File: config.mk
export PLATFORM = sky130hd
export DESIGN_NAME = dnn_grid_feeder
export DESIGN_NICKNAME = d
export VERILOG_FILES = /design/src/rtl/dnn_pkg.sv /design/src/rtl/dnn_grid_buffer.sv /design/src/rtl/dnn_grid_feeder.sv
export SDC_FILE = /design/constraint.sdc
export NUM_CORES = 1
export LEC_CHECK = 0
export CAP_MARGIN = 25
export CORE_ASPECT_RATIO = 0.5
export CORE_MARGIN = 4
export CORE_UTILIZATION = 57
export CTS_BUF_LIST = sky130_fd_sc_hd__clkbuf_16
export CTS_CLUSTER_SIZE = 24
export DETAILED_ROUTE_END_ITERATION = 8
export DONT_BUFFER_PORTS = 1
export GPL_ROUTABILITY_DRIVEN = 0
export PLACE_DENSITY = 0.78
export SLEW_MARGIN = 20
export SYNTH_ARGS = -nofsm -noshare
export SYNTH_HDL_FRONTEND = slang
export SYNTH_SLANG_ARGS = --single-unit
export TNS_END_PERCENT = 10
File: constraint.sdc
create_clock -name clk -period 2.7 [get_ports clk]
set_input_delay 0.27 -clock clk [delete_from_list [all_inputs] [get_ports clk]]
set_output_delay 0.27 -clock clk [all_outputs]
set_load 0.02 [all_outputs]
File: src/rtl/dnn_pkg.sv
// Shared DNN grid definitions: default geometry and the feeder FSM states.
package dnn_pkg;

    localparam int unsigned DNN_DATA_WIDTH = 8;
    localparam int unsigned DNN_ROW_NUM    = 8;
    localparam int unsigned DNN_COL_NUM    = 8;

    typedef enum logic [2:0] {
        LOAD     = 3'd0,
        WAIT_NN  = 3'd1,
        SEND     = 3'd2,
        WAIT_RES = 3'd3,
        RESULT   = 3'd4
    } feeder_state_t;

endpackage : dnn_pkg

File: src/rtl/dnn_grid_buffer.sv
// ROW_NUM x COL_NUM pixel store: raster-index write, whole-column read.
module dnn_grid_buffer
    import dnn_pkg::*;
#(
    parameter int unsigned DATA_WIDTH = DNN_DATA_WIDTH,
    parameter int unsigned ROW_NUM    = DNN_ROW_NUM,
    parameter int unsigned COL_NUM    = DNN_COL_NUM,
    parameter int unsigned PIX_W      = $clog2(ROW_NUM * COL_NUM),
    parameter int unsigned COL_W      = $clog2(COL_NUM)
) (
    input  logic                  clk,
    input  logic                  wr_en,
    input  logic [PIX_W-1:0]      wr_idx,
    input  logic [DATA_WIDTH-1:0] wr_data,
    input  logic [COL_W-1:0]      rd_col,
    output logic [DATA_WIDTH-1:0] rd_data [ROW_NUM]
);

    logic [DATA_WIDTH-1:0] mem [ROW_NUM][COL_NUM];

    // Contents are don't-care after reset, so the array carries no reset.
    always_ff @(posedge clk) begin
        for (int r = 0; r < int'(ROW_NUM); r++) begin
            for (int c = 0; c < int'(COL_NUM); c++) begin
                if (wr_en && (wr_idx == PIX_W'(r * int'(COL_NUM) + c))) begin
                    mem[r][c] <= wr_data;
                end
            end
        end
    end

    always_comb begin
        for (int r = 0; r < int'(ROW_NUM); r++) begin
            rd_data[r] = mem[r][rd_col];
        end
    end

endmodule : dnn_grid_buffer

File: src/rtl/dnn_grid_feeder.sv
// Buffers one raster-order 8x8 grid, bursts it column-wise into the DNN and
// returns the DNN's classification result over a valid/ready handshake.
module dnn_grid_feeder
    import dnn_pkg::*;
#(
    parameter int unsigned DATA_WIDTH = DNN_DATA_WIDTH,
    parameter int unsigned ROW_NUM    = DNN_ROW_NUM,
    parameter int unsigned COL_NUM    = DNN_COL_NUM
) (
    input  logic                  clk,
    input  logic                  rst,
    input  logic                  pixel_iv,
    input  logic [DATA_WIDTH-1:0] pixel_id,
    output logic                  pixel_or,
    output logic                  grid_ov,
    output logic [DATA_WIDTH-1:0] row_od [ROW_NUM],
    input  logic                  nn_occupied_i,
    input  logic                  nn_result_iv,
    input  logic [DATA_WIDTH-1:0] nn_result_id,
    output logic                  result_ov,
    output logic [DATA_WIDTH-1:0] result_od,
    input  logic                  result_ir,
    output logic                  busy_o
);

    localparam int unsigned PIX_W = $clog2(ROW_NUM * COL_NUM);
    localparam int unsigned COL_W = $clog2(COL_NUM);
    localparam logic [PIX_W-1:0] LAST_PIX = PIX_W'(ROW_NUM * COL_NUM - 1);
    localparam logic [COL_W-1:0] LAST_COL = COL_W'(COL_NUM - 1);

    feeder_state_t         state;
    logic [PIX_W-1:0]      pix_cnt;
    logic [COL_W-1:0]      col_cnt;
    logic [COL_W-1:0]      rd_col;
    logic                  wr_en;
    logic [DATA_WIDTH-1:0] col_data [ROW_NUM];

    // Ready is held low during reset even though the reset state is LOAD.
    assign pixel_or = (state == LOAD) && !rst;
    assign busy_o   = (state != LOAD);
    assign wr_en    = pixel_iv && pixel_or;
    // Read one column ahead so row_od can be registered with no bubble.
    assign rd_col   = (state == SEND) ? col_cnt + COL_W'(1) : '0;

    dnn_grid_buffer #(
        .DATA_WIDTH (DATA_WIDTH),
        .ROW_NUM    (ROW_NUM),
        .COL_NUM    (COL_NUM),
        .PIX_W      (PIX_W),
        .COL_W      (COL_W)
    ) u_buffer (
        .clk     (clk),
        .wr_en   (wr_en),
        .wr_idx  (pix_cnt),
        .wr_data (pixel_id),
        .rd_col  (rd_col),
        .rd_data (col_data)
    );

    always_ff @(posedge clk or posedge rst) begin
        if (rst) begin
            state     <= LOAD;
            pix_cnt   <= '0;
            col_cnt   <= '0;
            grid_ov   <= 1'b0;
            result_ov <= 1'b0;
            result_od <= '0;
            for (int r = 0; r < int'(ROW_NUM); r++) begin
                row_od[r] <= '0;
            end
        end else begin
            case (state)
                LOAD: begin
                    if (pixel_iv) begin
                        if (pix_cnt == LAST_PIX) begin
                            pix_cnt <= '0;
                            state   <= WAIT_NN;
                        end else begin
                            pix_cnt <= pix_cnt + PIX_W'(1);
                        end
                    end
                end
                WAIT_NN: begin
                    if (!nn_occupied_i) begin
                        state   <= SEND;
                        grid_ov <= 1'b1;
                        col_cnt <= '0;
                        row_od  <= col_data;
                    end
                end
                // Burst runs to completion regardless of nn_occupied_i.
                SEND: begin
                    if (col_cnt == LAST_COL) begin
                        state   <= WAIT_RES;
                        grid_ov <= 1'b0;
                        col_cnt <= '0;
                        for (int r = 0; r < int'(ROW_NUM); r++) begin
                            row_od[r] <= '0;
                        end
                    end else begin
                        col_cnt <= col_cnt + COL_W'(1);
                        row_od  <= col_data;
                    end
                end
                WAIT_RES: begin
                    if (nn_result_iv) begin
                        state     <= RESULT;
                        result_ov <= 1'b1;
                        result_od <= nn_result_id;
                    end
                end
                RESULT: begin
                    if (result_ir) begin
                        state     <= LOAD;
                        result_ov <= 1'b0;
                    end
                end
                default: begin
                    state <= LOAD;
                end
            endcase
        end
    end

endmodule : dnn_grid_feeder

# Word level (Yosys, flattened, before mapping)
# Memory sizes are Yosys's and may differ from the RTL's.
# Index checks and enable logic that the tools add are counted.
# classes
n_reduce_logical	85
n_bitwise	1
add_sub_neg	2
order_cmp	1
mux	194
n_eq_ne	74
# ops
op	count
$mux 64	9
$reduce_or 64->1	7
$bmux 8 s3	8
$eq 6x6->1 const B	32
$mux 8	23
$mux 1	132
$pmux 64 s2	1
$eq 6x5->1 const B	16
$logic_and 1x1->1	66
$eq 6x4->1 const B	8
$mux 3	16
$eq 6x3->1 const B	4
$pmux 3 s5	1
$eq 6x2->1 const B	2
$ne 2x2->1 const B	4
$add 6x1->6 const B	1
$eq 3x2->1 const B	2
$eq 3x3->1 const B	2
$eq 6x1->1 const B	1
$logic_not 6->1	1
$mux 6	1
$pmux 3 s2	1
$reduce_and 2->1	3
$reduce_and 3->1	2
11 further kinds	14
# totals
memories	1
mem_bits_rw	512
reg_bits	86
output_inout_bits	76
input_bits	22
elab_cells	372
# mem_list
memory	depth	width	read_ports	rd_clocked_by_memory_dff	write_ports	line_no	rtl
u_buffer.mem	8	64	8	0	1	dnn_grid_buffer.sv:19	logic [DATA_WIDTH-1:0] mem [ROW_NUM][COL_NUM];

# Depth between registers and ports, before layout
# Gate-level depths: netlist of run 1.
# logic_depth
ltp_word	14
mapped_depth	8
ltp_nobuf	6

# Modules after synthesis
# Synthesis of run 1 repeated with hierarchy kept, for this count alone.
# unflattened
cells_unflattened	1448
hier_area_um2	25191.7
# by_module_without_submodules
module	seq_area_each_um2	instances	area_each_um2	cells_each
dnn_grid_buffer	15374.7	1	19666.4	832
dnn_grid_feeder	2152.1	1	5525.3	616

# Least setup slack after synthesis of run 1
# OpenSTA, ideal clock, no wires.
# synth_timing
path_type	register to register
from	register state[0]
to	memory u_buffer.mem[0][192] in the netlist's numbering (enable)
period_less_slack_ns	2.455
path_slack_ns	0.245
setup_ns	0.370
stages_incl_launch_ff	7
required_ns	2.330
n_path_buf	2
t_arrival_ns	2.085
cell_sequence	dfrtp_1 buf_2 nor4_4 nand2_1 or2_1 clkbuf_1 nor2_1
# synth_between
elab_chain_cells	14
elab_cells_between_ends	195
classes_between	128 x mux; 67 x reduce/logical
# synth_lines
element	line_no	rtl
start, declared	dnn_grid_feeder.sv:31	feeder_state_t state;
start signal, assigned	dnn_grid_feeder.sv:62	state <= LOAD;
start signal, assigned	dnn_grid_feeder.sv:77	state <= WAIT_NN;
start signal, assigned	dnn_grid_feeder.sv:85	state <= SEND;
$logic_not 3->1 *	dnn_grid_feeder.sv:39	assign pixel_or = (state == LOAD) && !rst;
$logic_and 1x1->1 *	dnn_grid_feeder.sv:39	
via pixel_or	dnn_grid_feeder.sv:14	output logic pixel_or,
$logic_and 1x1->1 *	dnn_grid_feeder.sv:41	assign wr_en = pixel_iv && pixel_or;
$logic_and 1x1->1	dnn_grid_buffer.sv:25	if (wr_en && (wr_idx == PIX_W'(r * int'(COL_NUM) + c))) begin
$mux 1	dnn_grid_buffer.sv:25	
$mux 1 (implied by the code)	dnn_grid_buffer.sv:26	mem[r][c] <= wr_data;
$reduce_or 64->1 (no line)	--	
$mux 3 (no line) / $mux 8 (equally long branches) (7 in series)	--	
end, declared	dnn_grid_buffer.sv:19	
# The timed path passes the listed nets; every way through them passes the cells marked *.

# Worst setup path after layout of run 1
# layout_timing
from	register state[2]
to	register row_od[44] in the netlist's numbering
# layout_between
elab_chain_cells	8
elab_cells_between_ends	13
classes_between	3 x eq/ne; 7 x mux; 1 x bitwise; 2 x reduce/logical
# layout_lines
element	line_no	rtl
$eq 3x2->1	dnn_grid_feeder.sv:43, dnn_grid_feeder.sv:72	
$mux 3	dnn_grid_feeder.sv:43	assign rd_col = (state == SEND) ? col_cnt + COL_W'(1) : '0;
$not 3->4 (implied by the code)	dnn_grid_buffer.sv:34	rd_data[r] = mem[r][rd_col];
$bmux 8 s3	dnn_grid_buffer.sv:34	
$mux 8 (implied by the code) (2 in series)	dnn_grid_buffer.sv:34	
$mux 64 (on tied branches)	dnn_grid_feeder.sv:93, dnn_grid_feeder.sv:84	
$pmux 64 s2	dnn_grid_feeder.sv:72	case (state)
end signal, assigned	dnn_grid_feeder.sv:88	row_od <= col_data;
end signal, assigned	dnn_grid_feeder.sv:102	row_od <= col_data;
end, declared	dnn_grid_feeder.sv:16	output logic [DATA_WIDTH-1:0] row_od [ROW_NUM],
# Parallel ways exist; a longest one is shown, timed or not. The select of a mux whose other input is x is not followed.
# A chain may end at the register's enable or synchronous reset.

==> results.ini, run 1 <==
[worst_hold_path]
hp-start=pixel_id[5]
min_to=u_buffer.mem[0][133]
hold_class=input pin to flop
hold_depth=1

[die]
floorplan.initialDensity_pct=58.6
core_area_um2=41100
fp-row-count=52
die_w_um=299
die_h_um=153
io_pins=98
dieArea_um2=45800

[synthesis]
yosys_warnings=0
synth-compound-area-share_pct=12.1
synth_edf_count=512
synth_area_leaders=edfxtp_1 64%, dfrtp_1 8.9%, o22ai_1 4.9%
synth_common_cells=512 x edfxtp_1, 188 x o22ai_1, 127 x nand2b_1
synthArstFlopShare_pct=14.4
synth.largest_area_cell=edfxtp_1
synth_nets=1561
syn_area_per_cell_um2=15.7
yosysMostFrequentCell=edfxtp_1
synth_top_flop_cell=edfxtp_1
yosys.area_share.simple_pct=6.02
synthCells=1533
syn_area_um2=24100
synth_sequential_area_ratio_pct=72.9
yosys_register_bits=598
synthMuxAreaShare_pct=6.13
synthXorXnorAreaFrac_pct=0.0728
synth_top_family_by_area=compound AO/OA/AOI/OAI gates
synth_top_area_share_pct=63.9
synthAdderAreaFrac_pct=0.312
synthDistinctLibCells=49

[routing]
firstDrtPassIters=6
drtAntennaViolNets=0
viasPerCell=6.66
route.detailed.drc=0
drtIter0Drc=1989
via_count=14600
wl_per_cell_um=26.4
routed_wl_mm=57.9

[worst_setup_path]
cp-start-kind=flop
rrSetupSlack_ps=180
required_ps=3220
cp_max_fo=60
reg2reg_depth=5
crit_type=flop to flop
timing.rr.end=row_od[44]
cp.arrival_ps=3040
worstReg2RegStart=state[2]
slowest_delay_ps=680
crit_family=compound AO/OA/AOI/OAI gates
slowest_stage=dfrtp_1
critPathCaptureType=flop
critPathBufInv=1
crit_chain=or3b_4 -> buf_4 -> o22ai_1 -> a221oi_1 -> a211o_1

[job]
maxCapViolCount=0

[cells_and_area]
syn2layout_area_growth_pct=12.6
drive_gt1_share_pct=16.9
fin_nets=1612
n_fill_cell=2594

[clock_network]
htreeDepth=2
cts_tree=done
cts.repair.resized=0
cts_buffer_depth=3
cts_buffers=50
clock_latency_ps=580
cts-root-buf=clkbuf_16
clk_pin_slew_ps=70
clock-sinks=598

[sta]
setup_violations=0
slew_violations=0
slew_headroom_pct=35.4
finalWorstSetupSlack_ps=180
fin_crit_ps=2520
worst_pin_slew_ps=970
final.setup_skew_ps=16.8
rsz0062_at_grt=no
fin_setup_tns_ps=0
timing.final.crit_share_pct=93.3
fmax_mhz=397
hold_violations=0

[global_route]
grt-ovfl-total=0
grtUsageTotal_pct=25.0
antenna_found_initial=1
grt_pass1_vias=14600
grt_pass1_wl_mm=87.9
grt_max_degree=68

[place]
place_hpwl_mm=32.2
dpl_worst_slack_ps=311
io_buffer_count=0

[pwr]
ir_drop_v=0.000500
powerDensity_nw_per_um2=820
p_total_uw=22200
power_leakage_uw=0.00936

[outcome]
outcome=finished, final reports clean

-- cell type report --
| class | count | area (µm²) | share of cell area (%) |
|---|---|---|---|
| Antenna cell | 1 | 2.50 | 0.00924 |
| Sequential cell | 598 | 17500 | 64.7 |
| Timing Repair Buffer | 121 | 1200 | 4.43 |
| Clock inverter | 37 | 239 | 0.882 |
| Inverter | 5 | 21.3 | 0.0785 |
| Tap cell | 567 | 709 | 2.62 |
| Clock buffer | 57 | 1430 | 5.27 |
| Multi-Input combinational cell | 808 | 5960 | 22.0 |
-- state kept, by name, summed over array words and instances (netlist names) --
name,count
result_ov,1
result_od,8
state,3
row_od,64
col_cnt,3
u_buffer.mem,512
grid_ov,1
pix_cnt,6
-- worst max-delay path by stage --
stage | start | endpoint | slack, ps | cells after the start
3_3_place_gp | col_cnt[0] | row_od[22] | 380 | 6
5_1_grt | state[1] | u_buffer.mem[1][143] | 3 | 5
4_1_cts | state[1] | u_buffer.mem[1][136] | 250 | 5
6_report | state[2] | row_od[44] | 180 | 5
3_5_place_dp | state[1] | u_buffer.mem[1][128] | 310 | 5
2_1_floorplan | rst | col_cnt[0] | 210 | 1
-- metal layers --
metal | vias up | part of all wire, % | global-route usage, %
met1 | 7342 | 38 | 34.1
met4 | 0 | 2.4 | 7.64
met5 | - | 0 | 0
met3 | 150 | 9.7 | 4.48
met2 | 888 | 50 | 41.6
li1 | 6243 | - | -
-- kinds of logic (layout without fill, tap and decap cells) --
kind of cell,Yosys count,count (layout)
flops,598,598
compound gates,400,400
simple gates,263,263
mux,137,137
buf+inv,127,220
fa+ha+maj,6,6
xor+xnor,2,2
other cells,0,1
-- metrics by stage --
| stage | utilization (%) | area, µm² | cells | hold slack [ps] |
|---|---|---|---|---|
| after global placement | 61.1 | 25100 | 2078 | 357 |
| after global routing | 66.0 | 27100 | 2194 | 7.96 |
| after floorplan | - | 24100 | 1533 | 354 |
| final | 66.0 | 27100 | 2194 | 38.4 |
| after CTS | 66.0 | 27100 | 2193 | 8.09 |
| after detailed placement | 61.1 | 25100 | 2078 | 366 |
-- cells in the final DEF, fill, tap and decap left out, types with 63 or more instances in the layout --
cell type and n:
edfxtp_1 512, a211oi_1 64, a221oi_1 63, o22ai_1 188, mux2_2 73, nor2_1 73
mux2i_1 63, buf_4 92, dfrtp_1 85, nand2b_1 127
-- power by group --
part	switching, µW	internal [µW]
clock network	3210	4070
registers	828	10500
logic	2230	1370
total	6270	16000
-- repair_timing --
| item | CTS | global route |
|---|---|---|
| hold buffers | 21 | 0 |
| buffers inserted | 0 | 0 |
| endpoints found under the hold margin | 585 | 0 |
| endpoints found under the setup margin | 0 | 0 |
Power figures use the tool's default switching activity.
==> run 2, diff against run 1 <==
--- a/config.mk
+++ b/config.mk
@@ -10,10 +10,12 @@
 export CORE_MARGIN = 4
 export CORE_UTILIZATION = 57
 export CTS_BUF_LIST = sky130_fd_sc_hd__clkbuf_16
+export CTS_CLUSTER_DIAMETER = 40
 export CTS_CLUSTER_SIZE = 24
 export DETAILED_ROUTE_END_ITERATION = 8
 export DONT_BUFFER_PORTS = 1
 export GPL_ROUTABILITY_DRIVEN = 0
+export HOLD_SLACK_MARGIN = 0.1
 export PLACE_DENSITY = 0.78
 export SLEW_MARGIN = 20
 export SYNTH_ARGS = -nofsm -noshare
==> results.ini, run 2 (synthesis results as in run 1) <==
[outcome]
outcome=finished, final reports clean  ; unchanged

[sta]
setup_violations=0  ; unchanged
timing.final.crit_share_pct=93.4  ; was 93.3%
finalWorstSetupSlack_ps=178  ; was 180 ps
worst_pin_slew_ps=967  ; was 970 ps
final.setup_skew_ps=22.2  ; was 16.8 ps
slew_violations=0  ; unchanged
fin_crit_ps=2520  ; about the same
fmax_mhz=396  ; was 397 MHz
slew_headroom_pct=35.5  ; was 35.4%
hold_violations=0  ; unchanged
fin_setup_tns_ps=0  ; unchanged

[routing]
route.layer.met1.wl_mm=22.2  ; about the same
top_layer=met4  ; unchanged
firstDrtPassIters=8  ; was 6
viasPerCell=6.63  ; was 6.66
routed_wl_mm=58.2  ; was 57.9 mm
wl_per_cell_um=26.5  ; was 26.4 µm
route.met2.wl_mm=28.8  ; was 28.7 mm
via_count=14600  ; about the same
route.detailed.drc=0  ; unchanged
wl_met3_mm=5.53  ; was 5.61 mm
drtAntennaViolNets=0  ; unchanged
drtIter0Drc=2240  ; was 1989

[worst_setup_path]
critPathCaptureType=flop  ; unchanged
cp-start-kind=flop  ; unchanged
cp_max_fo=15  ; was 60
reg2reg_depth=5  ; unchanged
startpoint=state[1]  ; was state[2]
rrSetupSlack_ps=180  ; about the same
crit_type=flop to flop  ; unchanged
timing.rr.end=u_buffer.mem[1][134]  ; was row_od[44]
cp.arrival_ps=2800  ; was 3040 ps
worstReg2RegStart=state[1]  ; was state[2]
required_ps=2970  ; was 3220 ps

[global_route]
antenna_found_initial=2  ; was 1
grt_pass1_vias=14700  ; was 14600
grt_max_degree=68  ; unchanged
grtUsageTotal_pct=25.1  ; was 25.0%
grt_pass1_wl_mm=88.2  ; was 87.9 mm
grt-ovfl-total=0  ; unchanged

[clock_network]
cts_tree=done  ; unchanged
htreeDepth=2  ; unchanged
clock_latency_ps=590  ; was 580 ps
cts_buffer_depth=3  ; unchanged
clock-sinks=598  ; unchanged
clk_pin_slew_ps=70  ; about the same
cts-root-buf=clkbuf_16  ; unchanged
cts_buffers=46  ; was 50
cts_post_setup_buffers_inserted=0  ; unchanged

[cells_and_area]
largest_register_ffs=512  ; unchanged
syn2layout_area_growth_pct=12.7  ; was 12.6%
layout_commonest_cell=edfxtp_1  ; unchanged
regMostFlops=u_buffer.mem  ; unchanged
n_fill_cell=2567  ; was 2594
reg.largest.list=u_buffer.mem (512), row_od (64), result_od (8)  ; unchanged
layout_common_cells=512 x edfxtp_1, 188 x o22ai_1, 127 x nand2b_1  ; unchanged
drive_gt1_share_pct=17.3  ; was 16.9%
fin_nets=1616  ; was 1612

[die]
floorplan.initialDensity_pct=58.6  ; unchanged
die_w_um=299  ; unchanged
core_area_um2=41100  ; unchanged
io_pins=98  ; unchanged
dieArea_um2=45800  ; unchanged
die_h_um=153  ; unchanged
fp-row-count=52  ; unchanged

[place]
io_buffer_count=0  ; unchanged
dpl_worst_slack_ps=311  ; unchanged
place_hpwl_mm=32.2  ; unchanged

[pwr]
power_leakage_uw=0.00930  ; was 0.00936 µW
powerDensity_nw_per_um2=816  ; was 820 nW/µm²
clkPwrFrac_pct=32.4  ; was 32.8%
swShare_pct=29.4  ; was 28.2%
p_seq_share_pct=51.3  ; was 51.1%
p_int_uw=15600  ; was 16000 µW
p_sw_uw=6500  ; was 6270 µW
ir_drop_v=0.000490  ; was 0.000500 V
power_frac_comb_pct=16.3  ; was 16.2%

[job]
maxCapViolCount=0  ; unchanged

[worst_hold_path]
hold_depth=3  ; was 1
min_to=state[0]  ; was u_buffer.mem[0][133]
hold_class=input pin to flop  ; unchanged
hp-start=pixel_iv  ; was pixel_id[5]

## run 2: changes by cell type in the layout (fill, tap and decap cells not counted), sizes merged
cell         delta
clkinvlp        +4
diode           +1
inv             +1
clkbuf          -8
dlygate4sd3     +8
clkinv          -5
## run 2: worst max-delay path, cell delays in order, from the launching register on
cell and delay, ps:
dfrtp_1 580, nor4_4 380, and2_1 300, nand3_1 370, nor2_1 310, buf_4 260
## run 2: timing repair
action	CTS	global route
gates resized for setup	0	0
endpoints found under the hold margin	589	0
setup endpoints to repair	0	0
hold buffers	29	0
## run 2: power groups by stage
stage | Combinational [µW] | Sequential (µW) | Clock [µW]
floorplan | 2530 | 11300 | 0
global placement | 3180 | 11500 | 0
detailed placement | 3310 | 11500 | 0
CTS | 3530 | 11300 | 7180
global route | 3840 | 11400 | 7640
finish | 3600 | 11300 | 7160
## run 2: area by class of cell
| type | count | area [µm²] | area share [%] |
|---|---|---|---|
| clock inverter | 37 | 370 | 1.37 |
| antenna | 2 | 5.00 | 0.0185 |
| multi-input combinational | 808 | 5960 | 22.0 |
| sequential | 598 | 17500 | 64.7 |
| clock buffer | 49 | 1230 | 4.52 |
| tap | 567 | 709 | 2.62 |
| timing repair buffer | 129 | 1280 | 4.73 |
| inverter | 5 | 21.3 | 0.0785 |
## run 2: layer usage
layer / global-route usage, % / vias to the layer above
met5: 0 / -
met4: 7.87 / 0
met3: 5.20 / 135
met2: 42.0 / 817
met1: 33.6 / 7357
li1: - / 6243
## run 2: worst max path at each step
| stage | to | slack (ps) |
|---|---|---|
| floorplan | col_cnt[0] | 210 |
| global placement | row_od[22] | 380 |
| detailed placement | u_buffer.mem[1][128] | 310 |
| CTS | u_buffer.mem[1][139] | 290 |
| global route | u_buffer.mem[1][140] | -9 |
| finish | u_buffer.mem[1][134] | 180 |
## run 2: through the flow
step	cell area, µm²	hold WS, ps	instances	utilization (%)	power (µW)
after global routing	27100	207	2195	66.0	22900
after detailed placement	25100	366	2078	61.1	14900
after floorplan	24100	354	1533	-	13800
final	27100	164	2195	66.0	22100
after global placement	25100	357	2078	61.1	14700
after CTS	27100	152	2193	66.0	22100
